--- src/rtl/sync_fifo_lvl_if.sv ---
// Handshake, data and status bundle for sync_fifo_lvl.
// master: the producer/consumer side driving requests; slave: the FIFO itself.
interface sync_fifo_lvl_if #(
  parameter int DATA_W  = 32,
  parameter int DEPTH_W = 3
);
  logic              wr_en;
  logic [DATA_W-1:0] wr_dat;
  logic              rd_en;
  logic [DATA_W-1:0] rd_dat;
  logic              rd_dat_vld;
  logic              full;
  logic              empty;
  logic              almost_full;
  logic              almost_empty;
  logic [DEPTH_W:0]  level;
  logic              err_clr;
  logic              ovf_err;
  logic              udf_err;

  modport master (
    output wr_en, wr_dat, rd_en, err_clr,
    input  rd_dat, rd_dat_vld, full, empty, almost_full, almost_empty,
           level, ovf_err, udf_err
  );

  modport slave (
    input  wr_en, wr_dat, rd_en, err_clr,
    output rd_dat, rd_dat_vld, full, empty, almost_full, almost_empty,
           level, ovf_err, udf_err
  );
endinterface

--- src/rtl/sync_fifo_lvl.sv ---
// Synchronous FIFO with occupancy level, almost-full/empty thresholds and
// sticky overflow/underflow flags.
// Build option: define SYNC_FIFO_LVL_FWFT_EN for first-word-fall-through
// read data; otherwise reads have one cycle of latency through a register.
module sync_fifo_lvl #(
  parameter int DEPTH   = 8,
  parameter int DEPTH_W = 3,
  parameter int DATA_W  = 32,
  parameter int AF_LVL  = DEPTH - 2,
  parameter int AE_LVL  = 2
) (
  input  logic            clk,
  input  logic            rst_n,
  sync_fifo_lvl_if.slave  bus
);

  localparam int PTR_W = DEPTH_W + 1;

  logic [DATA_W-1:0] mem [DEPTH];

  logic [PTR_W-1:0]   wr_ptr_reg;
  logic [PTR_W-1:0]   rd_ptr_reg;
  logic [PTR_W-1:0]   level;
  logic [DEPTH_W-1:0] wr_idx;
  logic [DEPTH_W-1:0] rd_idx;
  logic               full;
  logic               empty;
  logic               wr_acc;
  logic               rd_acc;
  logic               ovf_err_reg;
  logic               ovf_err_next;
  logic               udf_err_reg;
  logic               udf_err_next;

  // The pointer MSB is a wrap flag, so the plain modulo difference gives 0..DEPTH.
  assign level  = wr_ptr_reg - rd_ptr_reg;
  assign wr_idx = wr_ptr_reg[DEPTH_W-1:0];
  assign rd_idx = rd_ptr_reg[DEPTH_W-1:0];
  assign full   = (level == PTR_W'(DEPTH));
  assign empty  = (level == '0);

  // Acceptance uses the status seen before the edge, so read and write are independent.
  assign wr_acc = bus.wr_en && !full;
  assign rd_acc = bus.rd_en && !empty;

  assign bus.level        = level;
  assign bus.full         = full;
  assign bus.empty        = empty;
  assign bus.almost_full  = (level >= PTR_W'(AF_LVL));
  assign bus.almost_empty = (level <= PTR_W'(AE_LVL));
  assign bus.ovf_err      = ovf_err_reg;
  assign bus.udf_err      = udf_err_reg;

  // Pointers advance only on accepted requests and wrap naturally.
  always_ff @(posedge clk or negedge rst_n) begin
    if (!rst_n) begin
      wr_ptr_reg <= '0;
      rd_ptr_reg <= '0;
    end else begin
      if (wr_acc) wr_ptr_reg <= wr_ptr_reg + 1'b1;
      if (rd_acc) rd_ptr_reg <= rd_ptr_reg + 1'b1;
    end
  end

  // Storage is not reset so it can map onto block or distributed RAM.
  always_ff @(posedge clk) begin
    if (wr_acc) mem[wr_idx] <= bus.wr_dat;
  end

  // A rejection in the same cycle as err_clr wins, so no event is lost.
  always_comb begin
    ovf_err_next = ovf_err_reg;
    udf_err_next = udf_err_reg;
    if (bus.err_clr) begin
      ovf_err_next = 1'b0;
      udf_err_next = 1'b0;
    end
    if (bus.wr_en && full)  ovf_err_next = 1'b1;
    if (bus.rd_en && empty) udf_err_next = 1'b1;
  end

  // Sticky error flags.
  always_ff @(posedge clk or negedge rst_n) begin
    if (!rst_n) begin
      ovf_err_reg <= 1'b0;
      udf_err_reg <= 1'b0;
    end else begin
      ovf_err_reg <= ovf_err_next;
      udf_err_reg <= udf_err_next;
    end
  end

`ifdef SYNC_FIFO_LVL_FWFT_EN
  // Head entry is presented directly; rd_en only acknowledges the pop.
  assign bus.rd_dat     = mem[rd_idx];
  assign bus.rd_dat_vld = !empty;
`else
  logic [DATA_W-1:0] rd_dat_reg;
  logic              rd_dat_vld_reg;

  // Registered read port: data captured on each accepted read, held otherwise.
  always_ff @(posedge clk or negedge rst_n) begin
    if (!rst_n) begin
      rd_dat_reg     <= '0;
      rd_dat_vld_reg <= 1'b0;
    end else begin
      rd_dat_vld_reg <= rd_acc;
      if (rd_acc) rd_dat_reg <= mem[rd_idx];
    end
  end

  assign bus.rd_dat     = rd_dat_reg;
  assign bus.rd_dat_vld = rd_dat_vld_reg;
`endif

endmodule
--- src/flat_wrapper.sv ---
// flat-port wrapper written by rule: the top's interface ports become plain ports
module sync_fifo_lvl_flat 
#(
  parameter int DEPTH   = 8,
  parameter int DEPTH_W = 3,
  parameter int DATA_W  = 32,
  parameter int AF_LVL  = DEPTH - 2,
  parameter int AE_LVL  = 2
)
  (clk, rst_n, bus_wr_en, bus_wr_dat, bus_rd_en, bus_err_clr, bus_rd_dat, bus_rd_dat_vld, bus_full, bus_empty, bus_almost_full, bus_almost_empty, bus_level, bus_ovf_err, bus_udf_err);
  sync_fifo_lvl_if #(.DATA_W(DATA_W), .DEPTH_W(DEPTH_W)) bus_i ();
  input  logic clk;
  input  logic rst_n;
  input wire logic [$bits(bus_i.wr_en)-1:0] bus_wr_en;
  input wire logic [$bits(bus_i.wr_dat)-1:0] bus_wr_dat;
  input wire logic [$bits(bus_i.rd_en)-1:0] bus_rd_en;
  input wire logic [$bits(bus_i.err_clr)-1:0] bus_err_clr;
  output wire logic [$bits(bus_i.rd_dat)-1:0] bus_rd_dat;
  output wire logic [$bits(bus_i.rd_dat_vld)-1:0] bus_rd_dat_vld;
  output wire logic [$bits(bus_i.full)-1:0] bus_full;
  output wire logic [$bits(bus_i.empty)-1:0] bus_empty;
  output wire logic [$bits(bus_i.almost_full)-1:0] bus_almost_full;
  output wire logic [$bits(bus_i.almost_empty)-1:0] bus_almost_empty;
  output wire logic [$bits(bus_i.level)-1:0] bus_level;
  output wire logic [$bits(bus_i.ovf_err)-1:0] bus_ovf_err;
  output wire logic [$bits(bus_i.udf_err)-1:0] bus_udf_err;
  assign bus_i.wr_en = bus_wr_en;
  assign bus_i.wr_dat = bus_wr_dat;
  assign bus_i.rd_en = bus_rd_en;
  assign bus_i.err_clr = bus_err_clr;
  assign bus_rd_dat = bus_i.rd_dat;
  assign bus_rd_dat_vld = bus_i.rd_dat_vld;
  assign bus_full = bus_i.full;
  assign bus_empty = bus_i.empty;
  assign bus_almost_full = bus_i.almost_full;
  assign bus_almost_empty = bus_i.almost_empty;
  assign bus_level = bus_i.level;
  assign bus_ovf_err = bus_i.ovf_err;
  assign bus_udf_err = bus_i.udf_err;
  sync_fifo_lvl #(.DEPTH(DEPTH), .DEPTH_W(DEPTH_W), .DATA_W(DATA_W), .AF_LVL(AF_LVL), .AE_LVL(AE_LVL)) u_core (.clk(clk), .rst_n(rst_n), .bus(bus_i));
endmodule
--- config.mk ---
export PLATFORM = sky130hd
export DESIGN_NAME = sync_fifo_lvl_flat
export DESIGN_NICKNAME = d
export VERILOG_FILES = /design/src/rtl/sync_fifo_lvl_if.sv /design/src/rtl/sync_fifo_lvl.sv /design/src/flat_wrapper.sv
export SDC_FILE = /design/constraint.sdc
export NUM_CORES = 1
export LEC_CHECK = 0
export BUFFER_PORTS_ARGS = -buffer_cell sky130_fd_sc_hd__buf_2
export CAP_MARGIN = 40
export CORE_ASPECT_RATIO = 1.2
export CORE_UTILIZATION = 64
export DETAILED_ROUTE_END_ITERATION = 7
export GPL_TIMING_DRIVEN = 0
export PLACE_DENSITY = 0.84
export RECOVER_POWER = 100
export SYNTH_ARGS = -nofsm -noshare
export SYNTH_HDL_FRONTEND = slang
export SYNTH_SLANG_ARGS = --single-unit
--- constraint.sdc ---
create_clock -name clk -period 14.8 [get_ports clk]
set_clock_uncertainty 0.2 [all_clocks]
set_input_delay 2.96 -clock clk [delete_from_list [all_inputs] [get_ports clk]]
set_output_delay 2.96 -clock clk [all_outputs]
set_load 0.01 [all_outputs]
==> impl_table.tex <==
\begin{tabular}{lr}
\hline
Metric & Value \\
\hline
\multicolumn{2}{l}{\textbf{Run status}} \\
Run status & finished, violations left \\
Violated checks & capacitance limit, slew limit \\
\multicolumn{2}{l}{\textbf{Layout}} \\
Final standard cell count with taps included and fillers excluded & between 900 and 1000 \\
Post-synthesis to final-layout area growth & 14.0\% \\
Share of post-route cells with drive strength above 1 & $\sim$17\% \\
Number of flip-flops in the largest register & $\sim$260 \\
\# diodes & 0 \\
Final nets & between 700 and 800 \\
\multicolumn{2}{l}{\textbf{Clock tree}} \\
CTS Root Buffer Type & clkbuf\_16 \\
Clk slew on worst S/H paths & about 0.060 ns \\
Post-CTS setup buffers & 0 \\
Clock tree from TritonCTS & done \\
Number of clock buffers inserted by TritonCTS & 27 \\
Sinks on Clock Net & between 200 and 300 \\
Clock H-tree levels & 1 \\
Quantity of gates resized following cts & 0 \\
CTS Hold Buffers Added & 0 \\
Clock Path Buffers & 3 \\
Worst-Skew Late Latency & approximately 0.54 ns \\
\multicolumn{2}{l}{\textbf{Yosys}} \\
Top area cells in the synthesized netlist & edfxtp\_1 (68\%), mux4\_2 (13\%), dfrtp\_1 (9.5\%) \\
Warnings, synthesis & 0 \\
Mux cell area share after synthesis & between 10\% and 20\% \\
Simple-Gate Fraction of Synth Area & between 2 and 2.5\% \\
Top-area cell type share of the netlist area & just under 70\% \\
Seq cells post-synth & $\sim$300 \\
Synth unique cells & 37 \\
Dominant combinational cell family by area after synthesis & multiplexers \\
Register area share after synthesis & slightly below 80\% \\
Synth area leader & edfxtp\_1 \\
Post-synth EDFFs & between 200 and 300 \\
Post-synthesis instance area & between 10000 and 15000 sq um \\
Share of the synthesized netlist area taken by xor and xnor gates & less than 1\% \\
Share of flip-flops with an asynchronous set or reset & 14.4\% \\
Synthesized netlist net count & roughly 590 \\
Share of synthesized cell area in full adder, half adder and majority cells & less than 1\% \\
Top FF cell, synth & edfxtp\_1 \\
Post-synthesis compound-gate area fraction & $\sim$2.3\% \\
Average cell area after synthesis & 20.9 sq um \\
Gate Count Post-Synth & 544 \\
Leading cell type by number of instances after synthesis & edfxtp\_1 \\
Post-synth top cells & edfxtp\_1 (256), mux4\_2 (64), dfrtp\_1 (43) \\
\multicolumn{2}{l}{\textbf{Routing}} \\
Routed len/inst & about 28 um \\
DRC viols & 0 \\
Vias per inst & between 6 and 7 \\
Residual antenna-violating net count after detailed routing & 0 \\
Post-detailed-routing wire length & 26.0 mm \\
Count of TritonRoute iterations in the first routing pass & 5 \\
First-iteration detailed-routing DRC count & just under 800 \\
Via count of the routed design & about 6200 \\
\multicolumn{2}{l}{\textbf{STA}} \\
Fin. max-slew vios & 28 \\
Final clock period utilization by the worst path & $\sim$48\% \\
Hold violation count in the final report & 0 \\
Slew at the pin with the worst max-slew slack & 1.72 ns \\
Final setup violating endpoints & 0 \\
Crit path time final & a little over 7 ns \\
Setup repair after global routing missed its margin & no \\
Total negative setup slack & 0 ns \\
Headroom to the max-slew limit & -14.5\% \\
Highest achievable clock rate & around 0.14 GHz \\
Min Hold Slack & $\sim$0.28 ns \\
\multicolumn{2}{l}{\textbf{Floorplanning}} \\
Die area & $\sim$18000 sq um \\
I/O pin count & 80 \\
Vert. Die Dim & about 150 um \\
Width of the chip & about 120 um \\
Total core area & about 17000 sq um \\
Floorplan row count & 53 \\
Effective utilization at floorplan & between 60\% and 70\% \\
\multicolumn{2}{l}{\textbf{Placed design}} \\
Weighted congestion reported at the end of routability-driven placement & approximately 0.78 \\
Dpl hpwl & approximately 16 mm \\
Placed insts & roughly 900 \\
Number of I/O port buffers & between 70 and 80 \\
\multicolumn{2}{l}{\textbf{Job}} \\
Max-cap viol count & 1 \\
\multicolumn{2}{l}{\textbf{Global route}} \\
Wire length of the first global-routing pass & 39.0 mm \\
Number of global-route vias before repair & $\sim$6300 \\
Pin count of the biggest net entering global routing & 28 \\
GRT Residual Overflow & 0 \\
Overall Global Routing Usage & roughly 30\% \\
Initial antenna violation count & 1 \\
\multicolumn{2}{l}{\textbf{Critical path}} \\
CP endpoint kind & output port \\
Required time worst endpoint & 11.64 ns \\
CP Class & reg -> out \\
Worst Reg2Reg Path Length in Cells & 13 \\
Kind of launch point of the worst setup path & flop \\
Largest fanout on the critical path & 10 \\
WP data arrival & roughly 3.9 ns \\
\multicolumn{2}{l}{\textbf{Worst hold path}} \\
Hold crit path type & reg -> reg \\
Worst Hold Path Cells & 2 \\
\multicolumn{2}{l}{\textbf{Pwr}} \\
Peak VDD IR & roughly 0.11 mV \\
Power density of the placed cells & 214 nW/um\^{}2 \\
Final Total Pwr & around 2.8 mW \\
Leakage dissipation & around 4.4 nW \\
\hline
\end{tabular}
[cells by family (layout without fill, tap and decap cells)]
family,after synthesis,in the layout
buffers and inverters,34,210
xor gates and xnor gates,8,8
muxes,98,98
and+or+nand+nor,56,56
adders and majority gates,6,6
DFF,299,299
AOI/OAI and AO/OA,43,43
[layout by cell type, fill, tap and decap left out, types with 2 or more instances in the layout]
master / count
buf_6: 2
ha_1: 5
clkinv_2: 5
clkinvlp_4: 2
xor2_1: 3
clkbuf_8: 2
nor3_1: 4
nor4_1: 4
nor2_1: 3
o31ai_1: 2
dfrtp_1: 43
a21oi_1: 4
a22o_1: 2
xnor2_1: 5
mux4_2: 64
o21ai_0: 31
clkbuf_2: 2
buf_2: 10
clkinv_1: 5
inv_1: 8
a21o_1: 2
clkbuf_16: 27
clkbuf_1: 140
bufinv_16: 3
mux2i_1: 32
edfxtp_1: 256
nand2_1: 38
mux2_2: 2
[stage by stage]
step	area [sq um]	setup slack [ns]	utilization [%]
2_1_floorplan	11400	7.87	-
3_3_place_gp	12100	4.74	69.1
3_5_place_dp	12500	8.77	71.6
4_1_cts	13400	8.18	76.6
5_1_grt	13000	7.66	74.4
6_report	13000	7.74	74.4
[power breakdown]
group	switching [mW]	total [mW]	internal, mW
clock	0.295	0.693	0.398
sequential	0.0823	1.19	1.10
combinational	0.534	0.895	0.361
[worst paths after layout]
kind	from	slack, ns	to
max	u_core.rd_ptr_reg[2]	7.74	bus_full
min	u_core.bus.rd_dat[18]	0.28	u_core.bus.rd_dat[18]
max reg2reg	u_core.rd_ptr_reg[2]	8.82	u_core.mem[1][5]
min reg2reg	u_core.bus.rd_dat[18]	0.28	u_core.bus.rd_dat[18]
max in group asynchronous	rst_n	9.87	u_core.bus.rd_dat[5]
min in group asynchronous	rst_n	2.40	u_core.bus.rd_dat[16]
[routing by layer]
layer / wire, um / vias up / share of wire, % / global-route usage [%]
li1: - / 2512 / - / -
met1: 9420 / 3151 / 36 / 41.4
met2: 13500 / 443 / 52 / 50.0
met3: 2270 / 71 / 8.7 / 5.64
met4: 773 / 2 / 3.0 / 10.3
met5: 13 / - / 0.050 / 0
[worst max-delay path: stages (launching register included)]
cell,delay (ns)
dfrtp_1,0.40
clkbuf_1,0.54
clkbuf_1,0.61
inv_1,0.21
ha_1,0.38
xor2_1,0.21
or3_1,0.41
a21oi_1,0.40
clkbuf_1,0.20
[layout make-up]
| type | count | area, sq um |
|---|---|---|
| Multi-Input combinational cell | 211 | 2420 |
| Tap cell | 220 | 275 |
| Clock inverter | 17 | 166 |
| Clock buffer | 33 | 718 |
| Buffer | 25 | 108 |
| Sequential cell | 299 | 8760 |
| Inverter | 9 | 33.8 |
| Timing Repair Buffer | 126 | 493 |
| Fill cell | 1025 | 4470 |
No activity file was read; power rests on OpenSTA's default activity.
